## src/rtl/rl_ram_fifo_ctrl_if.sv

```systemverilog
`default_nettype none
// ============================================================================
// Module      : rl_ram_fifo_ctrl_if
// Description : Push/pop handshake bundle for the RAM-backed FIFO controller.
//               Signal suffixes are named from the FIFO's point of view.
// Revision    : 1.0 - initial release
// ============================================================================
interface rl_ram_fifo_ctrl_if #(
    parameter int DBITS = 32
);
    logic             push_valid_i;
    logic [DBITS-1:0] push_data_i;
    logic             push_ready_o;
    logic             pop_valid_o;
    logic [DBITS-1:0] pop_data_o;
    logic             pop_ready_i;

    modport master (
        output push_valid_i,
        output push_data_i,
        input  push_ready_o,
        input  pop_valid_o,
        input  pop_data_o,
        output pop_ready_i
    );

    modport slave (
        input  push_valid_i,
        input  push_data_i,
        output push_ready_o,
        output pop_valid_o,
        output pop_data_o,
        input  pop_ready_i
    );
endinterface
`default_nettype wire

```

## src/rtl/rl_ram_fifo_ctrl.sv

```systemverilog
`default_nettype none
// ============================================================================
// Module      : rl_ram_fifo_ctrl
// Description : FIFO controller around an external 1R1W registered-read RAM,
//               with a 2-entry output queue to hide the RAM read latency.
// Revision    : 1.0 - initial release
// ============================================================================
module rl_ram_fifo_ctrl #(
    parameter int ABITS = 4,
    parameter int DBITS = 32
) (
    input  wire logic                   clk_i,
    input  wire logic                   rst_i,
    input  wire logic                   flush_i,
    rl_ram_fifo_ctrl_if.slave           fifo_if,
    output logic [ABITS-1:0]            ram_waddr_o,
    output logic [DBITS-1:0]            ram_din_o,
    output logic                        ram_we_o,
    output logic [(DBITS+7)/8-1:0]      ram_be_o,
    output logic [ABITS-1:0]            ram_raddr_o,
    input  wire logic [DBITS-1:0]       ram_dout_i,
    output logic [ABITS+1:0]            count_o,
    output logic                        empty_o,
    output logic                        full_o
);

    localparam int unsigned      c_DEPTH_I = 2**ABITS;
    localparam logic [ABITS:0]   c_DEPTH   = c_DEPTH_I[ABITS:0];

    logic [ABITS-1:0] wr_ptr_q,   wr_ptr_d;
    logic [ABITS-1:0] rd_ptr_q,   rd_ptr_d;
    logic [ABITS:0]   ram_cnt_q,  ram_cnt_d;
    logic             inflight_q, inflight_d;
    logic [1:0]       out_cnt_q,  out_cnt_d;
    logic [DBITS-1:0] head_q,     head_d;
    logic [DBITS-1:0] tail_q,     tail_d;

    logic             w_push_ready;
    logic             w_push_fire;
    logic             w_pop_valid;
    logic             w_pop_fire;
    logic [2:0]       w_out_occ;
    logic             w_issue;
    logic [ABITS+1:0] w_count;

    assign w_push_ready = !rst_i && !flush_i && (ram_cnt_q != c_DEPTH);
    assign w_push_fire  = fifo_if.push_valid_i && w_push_ready;
    assign w_pop_valid  = !rst_i && !flush_i && (out_cnt_q != 2'd0);
    assign w_pop_fire   = w_pop_valid && fifo_if.pop_ready_i;

    // Output-queue slots already claimed once this cycle's pop leaves;
    // a read is issued only if its returning word is guaranteed a slot.
    assign w_out_occ = {1'b0, out_cnt_q} + {2'b00, inflight_q} - {2'b00, w_pop_fire};
    assign w_issue   = !rst_i && !flush_i && (ram_cnt_q != '0) && (w_out_occ < 3'd2);

    assign w_count = {1'b0, ram_cnt_q}
                   + {{(ABITS+1){1'b0}}, inflight_q}
                   + {{ABITS{1'b0}}, out_cnt_q};

    assign fifo_if.push_ready_o = w_push_ready;
    assign fifo_if.pop_valid_o  = w_pop_valid;
    assign fifo_if.pop_data_o   = head_q;

    assign ram_we_o    = w_push_fire;
    assign ram_waddr_o = wr_ptr_q;
    assign ram_din_o   = fifo_if.push_data_i;
    assign ram_be_o    = '1;
    assign ram_raddr_o = rd_ptr_q;

    assign count_o = rst_i ? '0 : w_count;
    assign empty_o = (count_o == '0);
    assign full_o  = !rst_i && !flush_i && (ram_cnt_q == c_DEPTH);

    always_comb begin
        wr_ptr_d   = w_push_fire ? wr_ptr_q + 1'b1 : wr_ptr_q;
        rd_ptr_d   = w_issue     ? rd_ptr_q + 1'b1 : rd_ptr_q;
        inflight_d = w_issue;
        ram_cnt_d  = ram_cnt_q;
        out_cnt_d  = out_cnt_q;
        head_d     = head_q;
        tail_d     = tail_q;

        case ({w_push_fire, w_issue})
            2'b10:   ram_cnt_d = ram_cnt_q + 1'b1;
            2'b01:   ram_cnt_d = ram_cnt_q - 1'b1;
            default: ram_cnt_d = ram_cnt_q;
        endcase

        if (inflight_q && w_pop_fire) begin
            if (out_cnt_q == 2'd2) begin
                head_d = tail_q;
                tail_d = ram_dout_i;
            end else begin
                head_d = ram_dout_i;
            end
        end else if (inflight_q) begin
            if (out_cnt_q == 2'd0) begin
                head_d = ram_dout_i;
            end else begin
                tail_d = ram_dout_i;
            end
            out_cnt_d = out_cnt_q + 2'd1;
        end else if (w_pop_fire) begin
            head_d    = tail_q;
            out_cnt_d = out_cnt_q - 2'd1;
        end

        // The word returning from the RAM this cycle is simply not appended.
        if (flush_i) begin
            wr_ptr_d   = '0;
            rd_ptr_d   = '0;
            ram_cnt_d  = '0;
            inflight_d = 1'b0;
            out_cnt_d  = 2'd0;
        end
    end

    always_ff @(posedge clk_i) begin
        if (rst_i) begin
            wr_ptr_q   <= '0;
            rd_ptr_q   <= '0;
            ram_cnt_q  <= '0;
            inflight_q <= 1'b0;
            out_cnt_q  <= 2'd0;
        end else begin
            wr_ptr_q   <= wr_ptr_d;
            rd_ptr_q   <= rd_ptr_d;
            ram_cnt_q  <= ram_cnt_d;
            inflight_q <= inflight_d;
            out_cnt_q  <= out_cnt_d;
        end
    end

    // Payload registers are qualified by out_cnt_q, so they need no reset.
    always_ff @(posedge clk_i) begin
        head_q <= head_d;
        tail_q <= tail_d;
    end

endmodule
`default_nettype wire
```

## src/flat_wrapper.sv

```systemverilog
// flat-port wrapper written by rule: the top's interface ports become plain ports
module rl_ram_fifo_ctrl_flat 
#(
    parameter int ABITS = 4,
    parameter int DBITS = 32
)
  (clk_i, rst_i, flush_i, ram_waddr_o, ram_din_o, ram_we_o, ram_be_o, ram_raddr_o, ram_dout_i, count_o, empty_o, full_o, fifo_if_push_valid_i, fifo_if_push_data_i, fifo_if_push_ready_o, fifo_if_pop_valid_o, fifo_if_pop_data_o, fifo_if_pop_ready_i);
  rl_ram_fifo_ctrl_if #(.DBITS(DBITS)) fifo_if_i ();
  input  wire logic clk_i;
  input  wire logic rst_i;
  input  wire logic flush_i;
  output logic [ABITS-1:0] ram_waddr_o;
  output logic [DBITS-1:0] ram_din_o;
  output logic ram_we_o;
  output logic [(DBITS+7)/8-1:0] ram_be_o;
  output logic [ABITS-1:0] ram_raddr_o;
  input  wire logic [DBITS-1:0] ram_dout_i;
  output logic [ABITS+1:0] count_o;
  output logic empty_o;
  output logic full_o;
  input wire logic [$bits(fifo_if_i.push_valid_i)-1:0] fifo_if_push_valid_i;
  input wire logic [$bits(fifo_if_i.push_data_i)-1:0] fifo_if_push_data_i;
  output wire logic [$bits(fifo_if_i.push_ready_o)-1:0] fifo_if_push_ready_o;
  output wire logic [$bits(fifo_if_i.pop_valid_o)-1:0] fifo_if_pop_valid_o;
  output wire logic [$bits(fifo_if_i.pop_data_o)-1:0] fifo_if_pop_data_o;
  input wire logic [$bits(fifo_if_i.pop_ready_i)-1:0] fifo_if_pop_ready_i;
  assign fifo_if_i.push_valid_i = fifo_if_push_valid_i;
  assign fifo_if_i.push_data_i = fifo_if_push_data_i;
  assign fifo_if_push_ready_o = fifo_if_i.push_ready_o;
  assign fifo_if_pop_valid_o = fifo_if_i.pop_valid_o;
  assign fifo_if_pop_data_o = fifo_if_i.pop_data_o;
  assign fifo_if_i.pop_ready_i = fifo_if_pop_ready_i;
  rl_ram_fifo_ctrl #(.ABITS(ABITS), .DBITS(DBITS)) u_core (.clk_i(clk_i), .rst_i(rst_i), .flush_i(flush_i), .fifo_if(fifo_if_i), .ram_waddr_o(ram_waddr_o), .ram_din_o(ram_din_o), .ram_we_o(ram_we_o), .ram_be_o(ram_be_o), .ram_raddr_o(ram_raddr_o), .ram_dout_i(ram_dout_i), .count_o(count_o), .empty_o(empty_o), .full_o(full_o));
endmodule
```

## config.mk

```make
export PLATFORM = sky130hd
export DESIGN_NAME = rl_ram_fifo_ctrl_flat
export DESIGN_NICKNAME = d
export VERILOG_FILES = /design/src/rtl/rl_ram_fifo_ctrl_if.sv /design/src/rtl/rl_ram_fifo_ctrl.sv /design/src/flat_wrapper.sv
export SDC_FILE = /design/constraint.sdc
export NUM_CORES = 1
export LEC_CHECK = 0
export BUFFER_PORTS_ARGS = -buffer_cell sky130_fd_sc_hd__clkbuf_2
export CAP_MARGIN = 25
export CORE_UTILIZATION = 52
export DETAILED_ROUTE_END_ITERATION = 7
export GPL_ROUTABILITY_DRIVEN = 0
export GPL_TIMING_DRIVEN = 0
export PLACE_DENSITY = 0.86
export REMOVE_ABC_BUFFERS = 1
export SLEW_MARGIN = 20
export SYNTH_ARGS = -nofsm -noshare
export SYNTH_HDL_FRONTEND = slang
export SYNTH_SLANG_ARGS = --single-unit
```

## constraint.sdc

```tcl
create_clock -name clk_i -period 6.55 [get_ports clk_i]
set_input_delay 1.31 -clock clk_i [delete_from_list [all_inputs] [get_ports clk_i]]
set_output_delay 1.31 -clock clk_i [all_outputs]
set_load 0.02 [all_outputs]
```

==> results.yml, run 1 <==
drt:
  wire_per_inst_um: 17.9
  drt_first_iter_violations: 109
  totalWireLength_um: 7780
  vias: 2248
  firstDrtPassIters: 4
  antenna_left: 0
  drc: 0
  viasPerCell: 5.17
timing:
  slew_headroom_pct: 42.8
  hold_violations: 0
  slew_viol_final: 0
  timing.fmax_ghz: 0.196
  whs_ns: 0.478
  min_period_ns: 5.10
  worst_slew_pin_slew_ns: 0.855
  post-route-period-util_pct: 77.8
  finalWorstSetupSlack_ns: 1.45
  rsz0062_at_grt: "false"
  finalSetupViolCount: 0
  tns_ns: 0
  finalClockSkew_ns: 0.0103
cts:
  cts_buffer_depth: 2
  cts_root_buffer: "clkbuf_8"
  cts_tree: "yes"
  hold_buffers: 0
  clkLatencyLatePin_ns: 0.34
  htreeDepth: 3
  cts_made_buffers: 9
  post_cts_resized: 0
  post-cts-setup-buffer-count: 0
  clk_pin_slew_ns: 0.09
  numClockSinks: 80
placed_design:
  place_hpwl_um: 5780
  port_buffers: 87
  pre_cts_slack_ns: 1.13
yosys:
  ys_top_cells_by_area: "edfxtp_1 (51%), mux2_2 (9.3%), dfxtp_1 (8.6%)"
  async_flop_share_pct: 0
  synth_top_area_cell: "edfxtp_1"
  yosys_register_bits: 80
  synth_edf_count: 64
  synth_flop_cell: "edfxtp_1"
  avgSynthCellArea_sq_um: 13.7
  synth_area_sq_um: 3740
  synthCells: 273
  synth_cell_types: 39
  synth_top_area_share_pct: 51.4
  ys_seq_area_share_pct: 59.9
  yosys_warnings: 0
power_and_ir_drop:
  power.density_nw_per_um2: 232
  peakVddDrop_mv: 0.103
  pwr-share-comb_pct: 3.9
  leakagePower_nw: 1.72
  switching_share_pct: 21.5
  power_mw: 1.00
  p_clk_share_pct: 41.3
  p_sw_mw: 0.215
  pwr-share-seq_pct: 54.8
  p_int_mw: 0.785
critical_path:
  required_ns: 6.82
  cp_max_fo: 11
  critPathCaptureType: "flip-flop"
  cp.arrival_ns: 5.37
  r2r-end: "u_core.ram_cnt_q[4]$_SDFFE_PP0P_"
  crit_type: "primary input to flip-flop"
  critPathLaunchType: "primary input"
  r2r_start: "u_core.out_cnt_q[0]$_SDFFE_PP0P_"
  reg2reg_depth: 12
  rrSetupSlack_ns: 2.72
min_path:
  min_from: "u_core.ram_raddr_o[3]$_SDFFE_PP0P_"
  hold_path.class: "flip-flop to flip-flop"
  hold_end: "u_core.ram_raddr_o[3]$_SDFFE_PP0P_"
  min_path_cells: 1
floorplanning:
  pin_count: 156
  die_area_sq_um: 7540
  start_util_pct: 54.5
  die_width_um: 86.8
  num_rows: 30
  chipHeight_um: 86.8
  core_sq_um: 6870
global_route:
  grt_util_all_layers_pct: 21.8
  grt_pass1_wl_um: 11900
  grt_max_degree: 19
  antenna_found_initial: 0
  grt_pass1_vias: 2150
  gr-total-overflow: 0
final_layout:
  final_nets: 414
  layout_common_cells: "clkbuf_2 (87), edfxtp_1 (64), mux2_2 (31)"
  fillCellCount: 544
  antenna_cells: 0
  final_util_pct: 62.9
  mostFrequentLayoutCell: "clkbuf_2"
  final_layout_size_suffix_gt1_share_pct: 43.4
  area_growth_pct: 15.4
outcome:
  status: "finished clean"
job:
  max_cap_viol_count: 0
-- final cells by class --
cell class | count | area, sq um | share of cell area [%]
multi-input cells | 140 | 1160 | 26.9
flip-flops and latches | 80 | 2240 | 51.9
clock buffers | 9 | 124 | 2.87
well taps | 96 | 120 | 2.78
inverters | 10 | 37.5 | 0.869
clock inverters | 7 | 108 | 2.49
repair buffers | 93 | 523 | 12.1
-- power by group through the flow --
stage	combinational (mW)	clock (mW)	sequential, mW
2_1_floorplan	0.0157	0	0.562
3_3_place_gp	0.0363	0	0.560
3_5_place_dp	0.0395	0	0.560
4_1_cts	0.0399	0.422	0.548
5_1_grt	0.0434	0.445	0.548
6_report	0.0393	0.413	0.548
-- registers in the layout, indices dropped and copies added (netlist names) --
signal                     cells
u_core.fifo_if.pop_data_o     32
u_core.ram_raddr_o             4
u_core.inflight_q              1
u_core.tail_q                 32
u_core.ram_waddr_o             4
u_core.out_cnt_q               2
u_core.ram_cnt_q               5
-- synth_stat cells (4+ instances only) --
| cell type | n |
|---|---|
| a21oi_1 | 7 |
| nor2b_1 | 5 |
| inv_1 | 10 |
| mux2_2 | 31 |
| buf_4 | 36 |
| xnor2_1 | 6 |
| nand2_1 | 16 |
| edfxtp_1 | 64 |
| clkbuf_1 | 5 |
| mux2i_1 | 7 |
| ha_1 | 7 |
| buf_6 | 4 |
| fa_1 | 4 |
| nor2_1 | 20 |
| nor3_1 | 5 |
| dfxtp_1 | 16 |
-- worst max path at each step --
stage,start,to,slack (ns)
final,rst_i,u_core.ram_cnt_q[4]$_SDFFE_PP0P_,1.45
after global routing,rst_i,u_core.ram_cnt_q[4]$_SDFFE_PP0P_,1.09
after CTS,rst_i,u_core.ram_cnt_q[4]$_SDFFE_PP0P_,1.49
after detailed placement,rst_i,u_core.ram_cnt_q[4]$_SDFFE_PP0P_,1.13
after global placement,rst_i,u_core.fifo_if.pop_data_o[26]$_DFFE_PP_,0.26
after floorplan,rst_i,u_core.fifo_if.pop_data_o[0]$_DFFE_PP_,1.91
-- metrics by stage --
step | area (sq um) | std cells
floorplan | 3410 | 230
global route | 4320 | 435
detailed placement | 4090 | 419
global placement | 3970 | 413
CTS | 4320 | 435
finish | 4320 | 435
-- kinds of logic (layout without fill, tap and decap cells) --
group / after synthesis / in the layout / share of synthesized area [%]
DFF: 80 / 80 / 59.9
adders and majority gates: 11 / 11 / 4.48
buffers and inverters: 56 / 119 / 10.1
and+or+nand+nor: 56 / 56 / 7.19
AOI/OAI and AO/OA: 21 / 21 / 4.65
xor gates and xnor gates: 9 / 9 / 2.11
muxes: 39 / 39 / 11.5
other: 1 / 4 / 0.100
-- critical path, cell delays in order --
cell and delay (ns):
clkbuf_2 0.14, nor2_1 0.68, nand2_1 0.29, xnor2_1 0.21
nand2_1 0.08, fa_1 0.39, xor2_1 0.18, a2111oi_4 0.51
ha_1 0.34, inv_1 0.10, fa_1 0.40, nor2b_1 0.17
o22ai_1 0.13, mux2i_1 0.20, mux2i_1 0.21
-- metal layers --
metal / part of all wire, % / routed length, um / up-vias / GRT usage, %
li1: - / - / 1061 / -
met1: 42 / 3270 / 1056 / 27.1
met2: 45 / 3470 / 123 / 31.1
met3: 12 / 963 / 6 / 14.0
met4: 0.49 / 38 / 2 / 4.85
met5: 0.57 / 44 / - / 8.39
Note: power is estimated with default switching activity, not from simulation.
==> run 2: changes to the inputs <==
- CORE_UTILIZATION: 52 -> 43
- PLACE_DENSITY: 0.86 -> 0.76
- clock period: 6.55 -> 4.4 ns (I/O delays scaled with it)
==> results.yml, run 2 (same netlist as run 1, synthesis figures left out) <==
outcome:
  status: "finished clean"
cts:
  clk_pin_slew_ns: 0.09
  clkLatencyLatePin_ns: 0.35
  cts_tree: "yes"
  cts_root_buffer: "clkbuf_8"
  htreeDepth: 3
  numClockSinks: 80
  cts_made_buffers: 9
  cts_buffer_depth: 2
placed_design:
  place_inst: 427
  place_area_sq_um: 4090
  pre_cts_slack_ns: -0.609
  port_buffers: 87
  place_hpwl_um: 5650
floorplanning:
  die_area_sq_um: 9080
  die_width_um: 95.3
  num_rows: 33
  chipHeight_um: 95.3
  pin_count: 156
  core_sq_um: 8300
  start_util_pct: 45.1
critical_path:
  critical_path.startpoint: "rst_i"
  critPathCaptureType: "flip-flop"
  crit_type: "primary input to flip-flop"
  cp_num_buf_inv: 3
  r2r_start: "u_core.out_cnt_q[0]$_SDFFE_PP0P_"
  endpoint: "u_core.ram_cnt_q[4]$_SDFFE_PP0P_"
  cp.arrival_ns: 4.16
  crit_slowest_cell: "fa_1"
  path_cells: "clkbuf_2, nor2_4, nand2_1, xnor2_1, nand2_1, fa_1, inv_1, a2111oi_4, ha_1, inv_1, fa_1, nor2b_1, o22ai_1, mux2i_1, mux2i_1"
  cp_max_fo: 9
  rrSetupSlack_ns: 0.67
  r2r-end: "u_core.ram_cnt_q[4]$_SDFFE_PP0P_"
  max_stage_delay_ns: 0.51
  cp.depth: 15
  required_ns: 4.68
  critPathLaunchType: "primary input"
  cp_top_family: "adder cells"
  reg2reg_depth: 12
timing:
  finalWorstSetupSlack_ns: 0.516
  post-route-period-util_pct: 88.3
  whs_ns: 0.482
  rsz0062_at_grt: "false"
  worst_slew_pin_slew_ns: 0.740
  tns_ns: 0
  finalSetupViolCount: 0
  min_period_ns: 3.88
  slew_viol_final: 0
  hold_violations: 0
  timing.fmax_ghz: 0.257
  slew_headroom_pct: 50.7
  finalClockSkew_ns: 0.0111
drt:
  drc: 0
  firstDrtPassIters: 4
  totalWireLength_um: 7720
  viasPerCell: 5.00
  wire_per_inst_um: 17.3
  antenna_left: 0
  vias: 2234
  drt_first_iter_violations: 33
final_layout:
  final_util_pct: 51.9
  mostFrequentLayoutCell: "clkbuf_2"
  instances_no_fill: 447
  finalInstanceArea_sq_um: 4310
  final_layout_size_suffix_gt1_share_pct: 43.9
  final_nets: 417
  area_growth_pct: 15.2
  antenna_cells: 0
  layout_common_cells: "clkbuf_2 (87), edfxtp_1 (64), mux2_2 (31)"
global_route:
  grt_pass1_wl_um: 11600
  grt_max_degree: 21
  gr-total-overflow: 0
  grt_pass1_vias: 2187
  antenna_found_initial: 0
  grt_util_all_layers_pct: 17.8
power_and_ir_drop:
  p_int_mw: 1.05
  p_sw_mw: 0.317
  switching_share_pct: 23.2
  peakVddDrop_mv: 0.170
  pwr-share-seq_pct: 59.7
  leakagePower_nw: 1.70
  pwr-share-comb_pct: 4.5
  power.density_nw_per_um2: 317
  p_clk_share_pct: 35.8
  power_mw: 1.37
min_path:
  hold_path.class: "flip-flop to flip-flop"
  min_from: "u_core.ram_raddr_o[3]$_SDFFE_PP0P_"
  min_path_cells: 1
job:
  max_cap_viol_count: 0
## run 2: timing repair
item,4_1_cts,5_1_grt
endpoints found under the setup margin,1,2
resized for setup,1,1
setup buffers,0,4
pin swaps,0,2
hold buffers,0,0
## run 2: worst min-delay path by stage
stage,to,slack (ns)
3_3_place_gp,u_core.ram_raddr_o[3]$_SDFFE_PP0P_,0.45
5_1_grt,u_core.ram_raddr_o[3]$_SDFFE_PP0P_,0.51
6_report,u_core.ram_raddr_o[3]$_SDFFE_PP0P_,0.48
3_5_place_dp,u_core.ram_raddr_o[3]$_SDFFE_PP0P_,0.47
4_1_cts,u_core.ram_raddr_o[3]$_SDFFE_PP0P_,0.49
2_1_floorplan,u_core.ram_cnt_q[4]$_SDFFE_PP0P_,0.50
## run 2: final cells by class
cell class | count | area [sq um]
clock buffer | 9 | 124
clock inverter | 7 | 55.1
fill | 691 | 3990
tap | 105 | 131
timing repair buffer | 96 | 549
inverter | 10 | 37.5
sequential | 80 | 2240
multi-input combinational | 140 | 1170
## run 2: metal layers
layer	up-vias	GRT usage, %	wire (um)
li1	1064	-	-
met1	1032	21.1	3320
met2	126	26.3	3260
met3	10	11.2	1030
met4	2	4.92	82
met5	-	4.17	31
## run 2: power by group through the flow
stage               logic, mW  clock network (mW)  registers [mW]
global placement       0.0545                   0           0.833
finish                 0.0615               0.489           0.816
global route           0.0672               0.537           0.816
floorplan              0.0234                   0           0.836
detailed placement     0.0586                   0           0.833
CTS                    0.0592               0.508           0.816
==> run 3: changes to the inputs <==
- CORE_ASPECT_RATIO: default -> 0.9
- TNS_END_PERCENT: default -> 100
==> results.yml, run 3 (same netlist as run 1, synthesis figures left out) <==
timing:
  min_period_ns: 4.03
  hold_violations: 0
  post-route-period-util_pct: 91.7
  slew_viol_final: 0
  rsz0062_at_grt: "false"
  finalSetupViolCount: 0
  timing.fmax_ghz: 0.248
  worst_slew_pin_slew_ns: 0.726
  whs_ns: 0.471
  finalClockSkew_ns: 0.00850
  slew_headroom_pct: 51.6
  finalWorstSetupSlack_ns: 0.366
  tns_ns: 0
power_and_ir_drop:
  peakVddDrop_mv: 0.206
  leakagePower_nw: 1.73
  power_mw: 1.52
  power.density_nw_per_um2: 348
final_layout:
  instances_no_fill: 455
  antenna_cells: 0
  layout_common_cells: "clkbuf_2 (87), edfxtp_1 (64), mux2_2 (31)"
  final_util_pct: 53.2
  mostFrequentLayoutCell: "clkbuf_2"
  finalInstanceArea_sq_um: 4370
  fillCellCount: 695
  final_layout_size_suffix_gt1_share_pct: 43.8
  area_growth_pct: 16.9
  final_nets: 416
cts:
  clkLatencyLatePin_ns: 0.35
  numClockSinks: 80
  cts_buffer_depth: 2
  htreeDepth: 3
  cts_made_buffers: 9
  hold_buffers: 0
  cts_root_buffer: "clkbuf_8"
  clk_pin_slew_ns: 0.08
  cts_tree: "yes"
critical_path:
  crit_type: "primary input to flip-flop"
  cp_max_fo: 9
  required_ns: 4.68
  cp.arrival_ns: 4.31
  critPathLaunchType: "primary input"
  critPathCaptureType: "flip-flop"
drt:
  firstDrtPassIters: 6
  drt_first_iter_violations: 69
  viasPerCell: 4.97
  antenna_left: 0
  totalWireLength_um: 7710
  drc: 0
  wire_per_inst_um: 17.0
  vias: 2263
floorplanning:
  core_sq_um: 8220
  chipHeight_um: 90.5
  num_rows: 31
  die_width_um: 100
  start_util_pct: 45.5
  die_area_sq_um: 9080
  pin_count: 156
placed_design:
  place_hpwl_um: 5630
  port_buffers: 87
  pre_cts_slack_ns: -0.634
  place_area_sq_um: 4100
  place_inst: 437
global_route:
  grt_pass1_vias: 2108
  grt_util_all_layers_pct: 17.6
  grt_pass1_wl_um: 11700
  antenna_found_initial: 0
  grt_max_degree: 20
  gr-total-overflow: 0
job:
  max_cap_viol_count: 0
min_path:
  hold_path.class: "flip-flop to flip-flop"
outcome:
  status: "finished clean"
[run 3: critical path: stages]
cell,delay (ns)
clkbuf_2,0.17
nor2_4,0.20
nand2_1,0.17
xnor2_1,0.17
nand2_1,0.08
fa_1,0.39
xor2_1,0.18
a2111oi_4,0.50
ha_1,0.34
inv_1,0.10
fa_1,0.39
nor2b_1,0.19
o22ai_1,0.14
mux2i_1,0.19
mux2i_1,0.20
[run 3: path summary, 6_finish.rpt]
path	start	cells past startpoint	slack, ns	endpoint
setup / recovery	rst_i	15	0.37	u_core.ram_cnt_q[4]$_SDFFE_PP0P_
hold / removal	u_core.ram_raddr_o[3]$_SDFFE_PP0P_	1	0.47	u_core.ram_raddr_o[3]$_SDFFE_PP0P_
setup reg to reg	u_core.out_cnt_q[0]$_SDFFE_PP0P_	12	0.57	u_core.ram_cnt_q[4]$_SDFFE_PP0P_
hold reg to reg	u_core.ram_raddr_o[3]$_SDFFE_PP0P_	1	0.47	u_core.ram_raddr_o[3]$_SDFFE_PP0P_
[run 3: layout make-up]
class,instances,area [sq um],share of cell area [%]
clock inverters,6,116,2.66
clock buffers,9,124,2.83
repair buffers,95,538,12.3
inverters,10,37.5,0.858
well taps,115,144,3.29
flip-flops and latches,80,2240,51.3
multi-input cells,140,1170,26.8
[run 3: per-layer routing]
metal | share of wire (%) | global-route usage, % | routed length (um)
met1 | 45 | 22.8 | 3470
met2 | 43 | 23.9 | 3330
met3 | 11 | 10.8 | 884
met4 | 0.38 | 5.80 | 29
met5 | 0 | 2.96 | 0
[run 3: timing repair]
action | 4_1_cts | 5_1_grt
endpoints found under the hold margin | 0 | 0
setup buffers | 0 | 3
pin swaps | 0 | 1
endpoints found under the setup margin | 2 | 1
cloned | 0 | 0
gates resized for setup | 2 | 0
[run 3: report_power, final]
part / switching, mW / total [mW] / internal (mW)
logic: 0.0357 / 0.0611 / 0.0254
registers: 0.00244 / 0.816 / 0.813
clock network: 0.269 / 0.647 / 0.378
